===== src/rtl/vram_painter_pkg.sv =====
// Shared types and defaults for the framebuffer write stage.
// Holds the FSM encoding and the pixel-to-address mapping.
package vram_pkg;

  typedef enum logic [1:0] {
    S_CLEAR,
    S_IDLE,
    S_PAINT
  } state_t;

  localparam int VRAM_W_DEF = 240;
  localparam int VRAM_H_DEF = 320;
  localparam int W_DEF      = 8;

  function automatic int xy_to_addr(
    input int x,
    input int y,
    input int w
  );
    return y * w + x;
  endfunction

endpackage


===== src/rtl/vram_painter_if.sv =====
// Touch event valid/ready channel into the painter.
// master drives the touch, slave accepts it.
interface vram_painter_if
  import vram_pkg::*;
#(
  parameter int XW = $clog2(VRAM_W_DEF),
  parameter int YW = $clog2(VRAM_H_DEF),
  parameter int W  = W_DEF
) ();

  logic          touch_valid;
  logic          touch_ready;
  logic [XW-1:0] touch_x;
  logic [YW-1:0] touch_y;
  logic [W-1:0]  touch_color;

  modport master (
    output touch_valid,
    output touch_x,
    output touch_y,
    output touch_color,
    input  touch_ready
  );

  modport slave (
    input  touch_valid,
    input  touch_x,
    input  touch_y,
    input  touch_color,
    output touch_ready
  );

endinterface


===== src/rtl/vram_painter.sv =====
// Framebuffer write stage: full clear after reset or on request,
// then a clipped square brush stamped around each accepted touch.
module vram_painter
  import vram_pkg::*;
#(
  parameter int W = W_DEF,
  parameter int VRAM_W = VRAM_W_DEF,
  parameter int VRAM_H = VRAM_H_DEF,
  parameter int L = VRAM_W * VRAM_H,
  parameter int BRUSH_R = 1,
  parameter logic [W-1:0] CLEAR_COLOR = '0
) (
  input  logic                 clk,
  input  logic                 rst,
  vram_painter_if.slave        tch,
  input  logic                 clear_req,
  output logic                 busy,
  output logic                 wr_ena,
  output logic [$clog2(L)-1:0] wr_addr,
  output logic [W-1:0]         wr_data
);

  localparam int AW = $clog2(L);
  localparam int XW = $clog2(VRAM_W);
  localparam int YW = $clog2(VRAM_H);
  localparam int DW = $clog2(2 * BRUSH_R + 1) + 2;

  localparam logic [AW-1:0] LAST = AW'(L - 1);
  localparam logic signed [DW-1:0] RMIN = DW'(-BRUSH_R);
  localparam logic signed [DW-1:0] RMAX = DW'(BRUSH_R);

  state_t state, state_n;

  logic [AW-1:0] cnt, cnt_n;
  logic [XW-1:0] lx, lx_n;
  logic [YW-1:0] ly, ly_n;
  logic [W-1:0]  lc, lc_n;
  logic signed [DW-1:0] dx, dx_n;
  logic signed [DW-1:0] dy, dy_n;
  logic pend, pend_n;

  logic          ena_n;
  logic [AW-1:0] addr_n;
  logic [W-1:0]  data_n;
  logic          ready_n;
  logic          busy_n;

  int   px, py;
  logic in_rng;

  always_comb begin
    state_n = state;
    cnt_n   = cnt;
    lx_n    = lx;
    ly_n    = ly;
    lc_n    = lc;
    dx_n    = dx;
    dy_n    = dy;
    pend_n  = pend;
    ena_n   = 1'b0;
    addr_n  = wr_addr;
    data_n  = wr_data;

    // int math keeps negative offsets and past-edge sums honest
    px = int'(lx) + int'(dx);
    py = int'(ly) + int'(dy);
    in_rng = (px >= 0) && (px < VRAM_W)
          && (py >= 0) && (py < VRAM_H);

    unique case (state)
      S_CLEAR: begin
        ena_n  = 1'b1;
        addr_n = cnt;
        data_n = CLEAR_COLOR;
        cnt_n  = cnt + AW'(1);
        if (cnt == LAST) begin
          state_n = S_IDLE;
          cnt_n   = '0;
        end
      end
      S_IDLE: begin
        if (clear_req || pend) begin
          state_n = S_CLEAR;
          cnt_n   = '0;
          pend_n  = 1'b0;
        end else if (tch.touch_valid && tch.touch_ready) begin
          lx_n    = tch.touch_x;
          ly_n    = tch.touch_y;
          lc_n    = tch.touch_color;
          dx_n    = RMIN;
          dy_n    = RMIN;
          state_n = S_PAINT;
        end
      end
      S_PAINT: begin
        if (clear_req) pend_n = 1'b1;
        ena_n = in_rng;
        if (in_rng) begin
          addr_n = AW'(xy_to_addr(px, py, VRAM_W));
          data_n = lc;
        end
        if (dx == RMAX) begin
          dx_n = RMIN;
          dy_n = dy + DW'(1);
          if (dy == RMAX) begin
            state_n = (pend || clear_req) ? S_CLEAR : S_IDLE;
            pend_n  = 1'b0;
            cnt_n   = '0;
          end
        end else begin
          dx_n = dx + DW'(1);
        end
      end
      default: state_n = S_CLEAR;
    endcase

    ready_n = (state == S_IDLE) && (state_n == S_IDLE);
    busy_n  = !ready_n;
  end

  always_ff @(posedge clk) begin
    if (rst) begin
      state           <= S_CLEAR;
      cnt             <= '0;
      lx              <= '0;
      ly              <= '0;
      lc              <= '0;
      dx              <= RMIN;
      dy              <= RMIN;
      pend            <= 1'b0;
      wr_ena          <= 1'b0;
      wr_addr         <= '0;
      wr_data         <= '0;
      tch.touch_ready <= 1'b0;
      busy            <= 1'b1;
    end else begin
      state           <= state_n;
      cnt             <= cnt_n;
      lx              <= lx_n;
      ly              <= ly_n;
      lc              <= lc_n;
      dx              <= dx_n;
      dy              <= dy_n;
      pend            <= pend_n;
      wr_ena          <= ena_n;
      wr_addr         <= addr_n;
      wr_data         <= data_n;
      tch.touch_ready <= ready_n;
      busy            <= busy_n;
    end
  end

endmodule

===== src/flat_wrapper.sv =====
// flat-port wrapper written by rule: the top's interface ports become plain ports
module vram_painter_flat import vram_pkg::*;
#(
  parameter int W = W_DEF,
  parameter int VRAM_W = VRAM_W_DEF,
  parameter int VRAM_H = VRAM_H_DEF,
  parameter int L = VRAM_W * VRAM_H,
  parameter int BRUSH_R = 1,
  parameter logic [W-1:0] CLEAR_COLOR = '0
)
  (clk, rst, clear_req, busy, wr_ena, wr_addr, wr_data, tch_touch_valid, tch_touch_x, tch_touch_y, tch_touch_color, tch_touch_ready);
  vram_painter_if #(.W(W)) tch_i ();
  input  logic clk;
  input  logic rst;
  input  logic clear_req;
  output logic busy;
  output logic wr_ena;
  output logic [$clog2(L)-1:0] wr_addr;
  output logic [W-1:0] wr_data;
  input wire logic [$bits(tch_i.touch_valid)-1:0] tch_touch_valid;
  input wire logic [$bits(tch_i.touch_x)-1:0] tch_touch_x;
  input wire logic [$bits(tch_i.touch_y)-1:0] tch_touch_y;
  input wire logic [$bits(tch_i.touch_color)-1:0] tch_touch_color;
  output wire logic [$bits(tch_i.touch_ready)-1:0] tch_touch_ready;
  assign tch_i.touch_valid = tch_touch_valid;
  assign tch_i.touch_x = tch_touch_x;
  assign tch_i.touch_y = tch_touch_y;
  assign tch_i.touch_color = tch_touch_color;
  assign tch_touch_ready = tch_i.touch_ready;
  vram_painter #(.W(W), .VRAM_W(VRAM_W), .VRAM_H(VRAM_H), .L(L), .BRUSH_R(BRUSH_R), .CLEAR_COLOR(CLEAR_COLOR)) u_core (.clk(clk), .rst(rst), .tch(tch_i), .clear_req(clear_req), .busy(busy), .wr_ena(wr_ena), .wr_addr(wr_addr), .wr_data(wr_data));
endmodule

===== config.mk =====
export PLATFORM = sky130hd
export DESIGN_NAME = vram_painter_flat
export DESIGN_NICKNAME = d
export VERILOG_FILES = /design/src/rtl/vram_painter_pkg.sv /design/src/rtl/vram_painter_if.sv /design/src/rtl/vram_painter.sv /design/src/flat_wrapper.sv
export SDC_FILE = /design/constraint.sdc
export NUM_CORES = 1
export LEC_CHECK = 0
export ABC_AREA = 1
export BUFFER_PORTS_ARGS = -buffer_cell sky130_fd_sc_hd__clkbuf_2
export CORE_UTILIZATION = 29
export DETAILED_ROUTE_END_ITERATION = 7
export PLACE_DENSITY = 0.43
export SYNTH_ARGS = -nofsm -noshare
export SYNTH_HDL_FRONTEND = slang
export SYNTH_SLANG_ARGS = --single-unit

===== constraint.sdc =====
create_clock -name clk -period 6.5 [get_ports clk]
set_clock_uncertainty 0.05 [all_clocks]
set_input_delay 0.65 -clock clk [delete_from_list [all_inputs] [get_ports clk]]
set_output_delay 0.65 -clock clk [all_outputs]
set_load 0.05 [all_outputs]

==> results of run 1 <==
==> state kept, by name, summed over array words and instances (netlist names), 4 cells and up <==
signal	count
u_core.dx	4
u_core.wr_data	8
u_core.lc	8
u_core.ly	9
u_core.lx	8
u_core.cnt	17
u_core.wr_addr	17
u_core.dy	4
==> how the worst max path moves through the flow <==
stage / startpoint / end / slack, ps
floorplan: u_core.dy[3] / u_core.wr_addr[15] / 1020
global route: u_core.dy[3] / u_core.wr_addr[16] / 60
detailed placement: u_core.dy[3] / u_core.wr_addr[15] / 530
CTS: u_core.dy[3] / u_core.wr_addr[15] / 500
finish: u_core.dy[3] / u_core.wr_addr[15] / 570
global placement: u_core.dy[3] / u_core.wr_addr[15] / 610
==> routing by layer <==
layer  vias up  share of wire (%)  global-route usage, %
li1       2889                  -                      -
met1      2350                 53                   20.5
met2        69                 43                   24.3
met3        17                2.6                   2.36
met4         0                1.6                   4.64
met5         -                  0                      0
==> through the flow <==
step	setup WS, ps	area [µm²]	hold slack, ps	util, %
floorplan	1020	6110	401	-
global placement	609	6660	410	32.6
detailed placement	529	6660	409	32.6
CTS	502	6960	420	34.1
global route	64.5	6960	434	34.1
finish	571	6960	416	34.1
==> logic make-up after synthesis <==
kind of cell             count (synthesis)  synth area share [%]
AO/OA/AOI/OAI                          176                  16.2
XOR/XNOR                                37                  5.31
adder cells (fa/ha/maj)                 83                  19.0
buffers and inverters                  157                  10.2
flip-flops                              81                  26.5
AND/OR/NAND/NOR                        310                  22.7
==> Yosys cell counts, drive strengths merged <==
cell type	count
inv	133
nand2	125
nor2	93
dfxtp	81
a21oi	68
o21ai	68
ha	67
nand3	51
xor2	28
nor3	17
fa	16
clkbuf	15
a31oi	12
or2	10
xnor2	9
nand4	8
buf	7
a21o	6
o21bai	6
a211oi	4
nor4	3
o211ai	3
a221oi	2
clkinv	2
nand3b	2
o2111ai	2
a21boi	1
a31o	1
nor3b	1
o21a	1
o31ai	1
o32ai	1
==> critical path: cells and delay by family, from the launching register on <==
family	cells	cell delay [ps]
fa+ha+maj	6	2400
xor+xnor	2	430
buf+inv	5	390
simple gates	7	790
compound gates	8	1060
flops	1	650
==> power by group <==
group	switching (W)	internal, W	total (W)
Combinational	0.0000207	0.0000120	0.0000327
Sequential	0.00000263	0.000499	0.000502
Clock	0.000224	0.000302	0.000525
==> final cells by class <==
class | count | area, µm² | area share (%)
clock buffers | 9 | 225 | 3.23
clock inverters | 7 | 78.8 | 1.13
inverters | 135 | 512 | 7.35
multi-input cells | 606 | 3860 | 55.5
flip-flops and latches | 81 | 1620 | 23.3
well taps | 270 | 338 | 4.85
repair buffers | 62 | 325 | 4.67
==> flow_metrics.py, run 1 <==
metrics = {
    "final_layout": {
        "area_growth_pct": 14.0,
        "drive_gt1_share_pct": 12.8,
        "layout_commonest_cell": "inv_1",
        "diodes": 0,
        "fin_nets": 1007,
        "nFillCells": 2275,
        "finalNonFillerCells": 1170,
        "final_cell_mix": "inv_1 (129), nand2_1 (117), nor2_1 (87)",
    },
    "drt": {
        "first_pass_iters": 4,
        "drc_errors": 0,
        "vias": 5325,
        "postRouteAntennaNets": 0,
        "drtIter0Drc": 206,
        "routedWlPerCell_um": 13.0,
        "routed_wl_um": 15200,
        "vias_per_cell": 4.55,
    },
    "worst_setup_path": {
        "reg2regPathDepth": 28,
        "worstPathArrival_ps": 6080,
        "slowest_delay_ps": 650,
        "critPathRequiredTime_ps": 6650,
        "worstSetupStartpointType": "flop",
        "crit_path_end_kind": "flop",
        "cp_max_fo": 12,
        "slowest_stage": "dfxtp_1",
        "reg2reg_from": "u_core.dy[3]",
        "rr_endpoint": "u_core.wr_addr[15]",
        "crit_type": "flop to flop",
        "r2r_slack_ps": 570,
        "timing.critical_path.mode_cell": "inv_1",
    },
    "clocking": {
        "cts_root_buffer": "clkbuf_16",
        "path_clk_slew_ps": 70,
        "clk_path_buf_depth": 2,
        "cts-htree-levels": 3,
        "post_cts_buffers": 0,
        "cts_made_buffers": 9,
        "cts_hold_buf": 0,
        "clk_latency_ps": 350,
        "cts_tree": "yes",
        "cts_resized": 0,
        "clkSinkCount": 81,
    },
    "pwr": {
        "p_total_w": 0.00106,
        "p_leak_nw": 3.25,
        "power_density_nw_per_um2": 152,
        "peakVddDrop_v": 0.000107,
    },
    "place": {
        "dpl.cell_count": 1154,
        "place_hpwl_um": 12000,
        "io_buffers": 56,
        "gp_congestion": 0.845,
    },
    "synth": {
        "synth_fp_nets": 956,
        "yosys_register_bits": 81,
        "syn_inst": 844,
        "synth_warnings": 0,
        "avgSynthCellArea_um2": 7.24,
        "ys_seq_area_share_pct": 26.5,
        "syn_area_um2": 6110,
        "synthDistinctLibCells": 48,
        "yosysTopAreaCell": "dfxtp_1",
        "synth_top_cells_by_area": "dfxtp_1 (27%), ha_1 (14%), inv_1 (7.9%)",
        "synth_top_cell_area_share_pct": 26.5,
    },
    "global_routing": {
        "grt_max_degree": 43,
        "overflow": 0,
        "grt_use_total_pct": 15.1,
        "grt_pass1_vias": 5373,
        "grt_first_pass_wirelength_um": 26200,
        "antenna_found_initial": 0,
    },
    "sta": {
        "hold_violations": 0,
        "period_share_pct": 91.2,
        "maxClockFrequency_mhz": 169,
        "fin_crit_ps": 5930,
        "tightest_slew_ps": 813,
        "final-max-slew-violation-count": 0,
        "setup_tns_ps": 0,
        "finalSetupViolations": 0,
        "relSlewSlack_pct": 45.6,
        "rsz0062_at_grt": "no",
    },
    "floorplan": {
        "coreArea_um2": 20400,
        "start_util_pct": 29.9,
        "rows": 52,
        "fp.dieH_um": 147,
        "design.die.area_um2": 21600,
        "die_w_um": 147,
        "io-pin-count": 57,
    },
    "min_path": {
        "min_path_type": "flop to flop",
        "whs_path_depth": 2,
        "worstHoldStart": "u_core.wr_data[7]",
        "hold_path_end": "u_core.wr_data[7]",
    },
    "flow_run": {
        "maxCapViolCount": 0,
    },
    "status": {
        "status": "finished clean",
    },
}
Power figures use the tool's default switching activity.
==> run 2: changes to the inputs <==
Settings changed: PLACE_DENSITY 0.43 to 0.55.
==> run 2 against run 1 <==
  * Register-to-register slack improved by 40 ps
  * Wire length fell by 0.98%
  * Largest cell class unchanged
  * Via count rose by 1.6%
  * Non-clock buffer count rose by 1
  * Worst setup slack improved by 40 ps
  * Critical path type unchanged
  * Fmax rose by 0.67%
  * Sequential power barely moved
  * Clock-buffer cell count did not move
  * Combinational power rose by 2%
  * Die area did not move
  * Design area rose by 0.18%
  * Critical path depth rose by 2
==> flow_metrics.py, run 2 (synthesis results as in run 1) <==
metrics = {
    "place": {
        "gp_congestion": 0.854,
        "placed_area_um2": 6670,
        "io_buffers": 56,
        "place_hpwl_um": 11700,
    },
    "pwr": {
        "peakVddDrop_v": 0.000110,
        "p_leak_nw": 3.26,
        "power_density_nw_per_um2": 153,
    },
    "drt": {
        "routed_wl_um": 15000,
        "vias": 5408,
        "postRouteAntennaNets": 0,
        "drtIter0Drc": 325,
        "first_pass_iters": 5,
        "routedWlPerCell_um": 12.8,
        "vias_per_cell": 4.62,
        "drc_errors": 0,
    },
    "clocking": {
        "cts-htree-levels": 3,
        "cts_tree": "yes",
        "clk_latency_ps": 350,
        "cts_resized": 0,
        "post_cts_buffers": 0,
        "cts_root_buffer": "clkbuf_16",
        "cts_hold_buf": 0,
        "clkSinkCount": 81,
        "clk_path_buf_depth": 2,
        "path_clk_slew_ps": 70,
        "cts_made_buffers": 9,
    },
    "floorplan": {
        "start_util_pct": 29.9,
        "io-pin-count": 57,
        "fp.dieH_um": 147,
        "die_w_um": 147,
        "rows": 52,
        "design.die.area_um2": 21600,
        "coreArea_um2": 20400,
    },
    "global_routing": {
        "overflow": 0,
        "grt_pass1_vias": 5297,
        "antenna_found_initial": 0,
        "grt_first_pass_wirelength_um": 25700,
        "grt_max_degree": 37,
        "grt_use_total_pct": 14.7,
    },
    "final_layout": {
        "fin_util_pct": 34.1,
        "reg.largest.list": "u_core.cnt x17, u_core.wr_addr x17, u_core.ly x9",
        "nFillCells": 2235,
        "layout_commonest_cell": "inv_1",
        "final_cell_mix": "inv_1 (129), nand2_1 (117), nor2_1 (87)",
        "drive_gt1_share_pct": 12.9,
        "fin_nets": 1008,
        "design_area_um2": 6980,
        "area_growth_pct": 14.2,
        "diodes": 0,
    },
    "worst_setup_path": {
        "timing.critical_path.mode_cell": "inv_1",
        "worstPathArrival_ps": 6060,
        "cp_num_buf_inv": 5,
        "crit_path_end_kind": "flop",
        "slowest_delay_ps": 500,
        "cp_max_fo": 5,
        "worstSetupStartpointType": "flop",
        "critPathRequiredTime_ps": 6670,
        "path_delay_family": "adder cells",
        "slowest_stage": "fa_1",
        "crit_type": "flop to flop",
    },
    "sta": {
        "finalSetupViolations": 0,
        "maxClockFrequency_mhz": 170,
        "fin_crit_ps": 5890,
        "tightest_slew_ps": 782,
        "period_share_pct": 90.6,
        "final-max-slew-violation-count": 0,
        "setup_tns_ps": 0,
        "relSlewSlack_pct": 47.7,
        "hold_violations": 0,
        "rsz0062_at_grt": "no",
    },
    "min_path": {
        "min_path_type": "flop to flop",
    },
    "flow_run": {
        "maxCapViolCount": 0,
    },
    "status": {
        "status": "finished clean",
    },
}
[run 2: path summary, 6_finish.rpt]
path | startpoint | endpoint | slack, ps | depth (start not counted)
hold reg to reg | u_core.wr_data[7] | u_core.wr_data[7] | 420 | 2
setup reg to reg | u_core.dy[2] | u_core.wr_addr[15] | 610 | 30
setup / recovery | u_core.dy[2] | u_core.wr_addr[15] | 610 | 30
hold / removal | u_core.wr_data[7] | u_core.wr_data[7] | 420 | 2
[run 2: final cells by class]
cell class	instances	area [µm²]	area share, %
clock buffer	9	225	3.23
clock inverter	7	83.8	1.20
inverter	135	512	7.34
multi-input combinational	606	3860	55.4
sequential	81	1620	23.2
tap	270	338	4.84
timing repair buffer	63	333	4.77
[run 2: layer usage]
| metal | part of all wire (%) | track usage [%] | vias up |
|---|---|---|---|
| met5 | 0 | 0 | - |
| met4 | 0.97 | 4.02 | 0 |
| met3 | 3.3 | 2.76 | 10 |
| met2 | 45 | 24.3 | 80 |
| met1 | 50 | 19.5 | 2443 |
| li1 | - | - | 2875 |
[run 2: worst min-delay path: stages, from the launching register on]
cell and delay, ps:
dfxtp_1 310, nand2_1 60, a21oi_1 60
[run 2: stage by stage]
step	std cells	hold WS (ps)	total power [W]	setup WS, ps
final	1171	420	0.00107	610
after global routing	1171	437	0.00110	90.4
after CTS	1171	424	0.00108	561
after detailed placement	1155	413	0.000547	580
after global placement	1155	411	0.000547	651
after floorplan	844	401	0.000531	1020
[run 2: power by group]
group          internal, W  switching, W  leakage (nW)
combinational    0.0000121     0.0000214          2.46
sequential        0.000499    0.00000269         0.654
clock             0.000305      0.000228         0.149
total             0.000816      0.000252          3.26
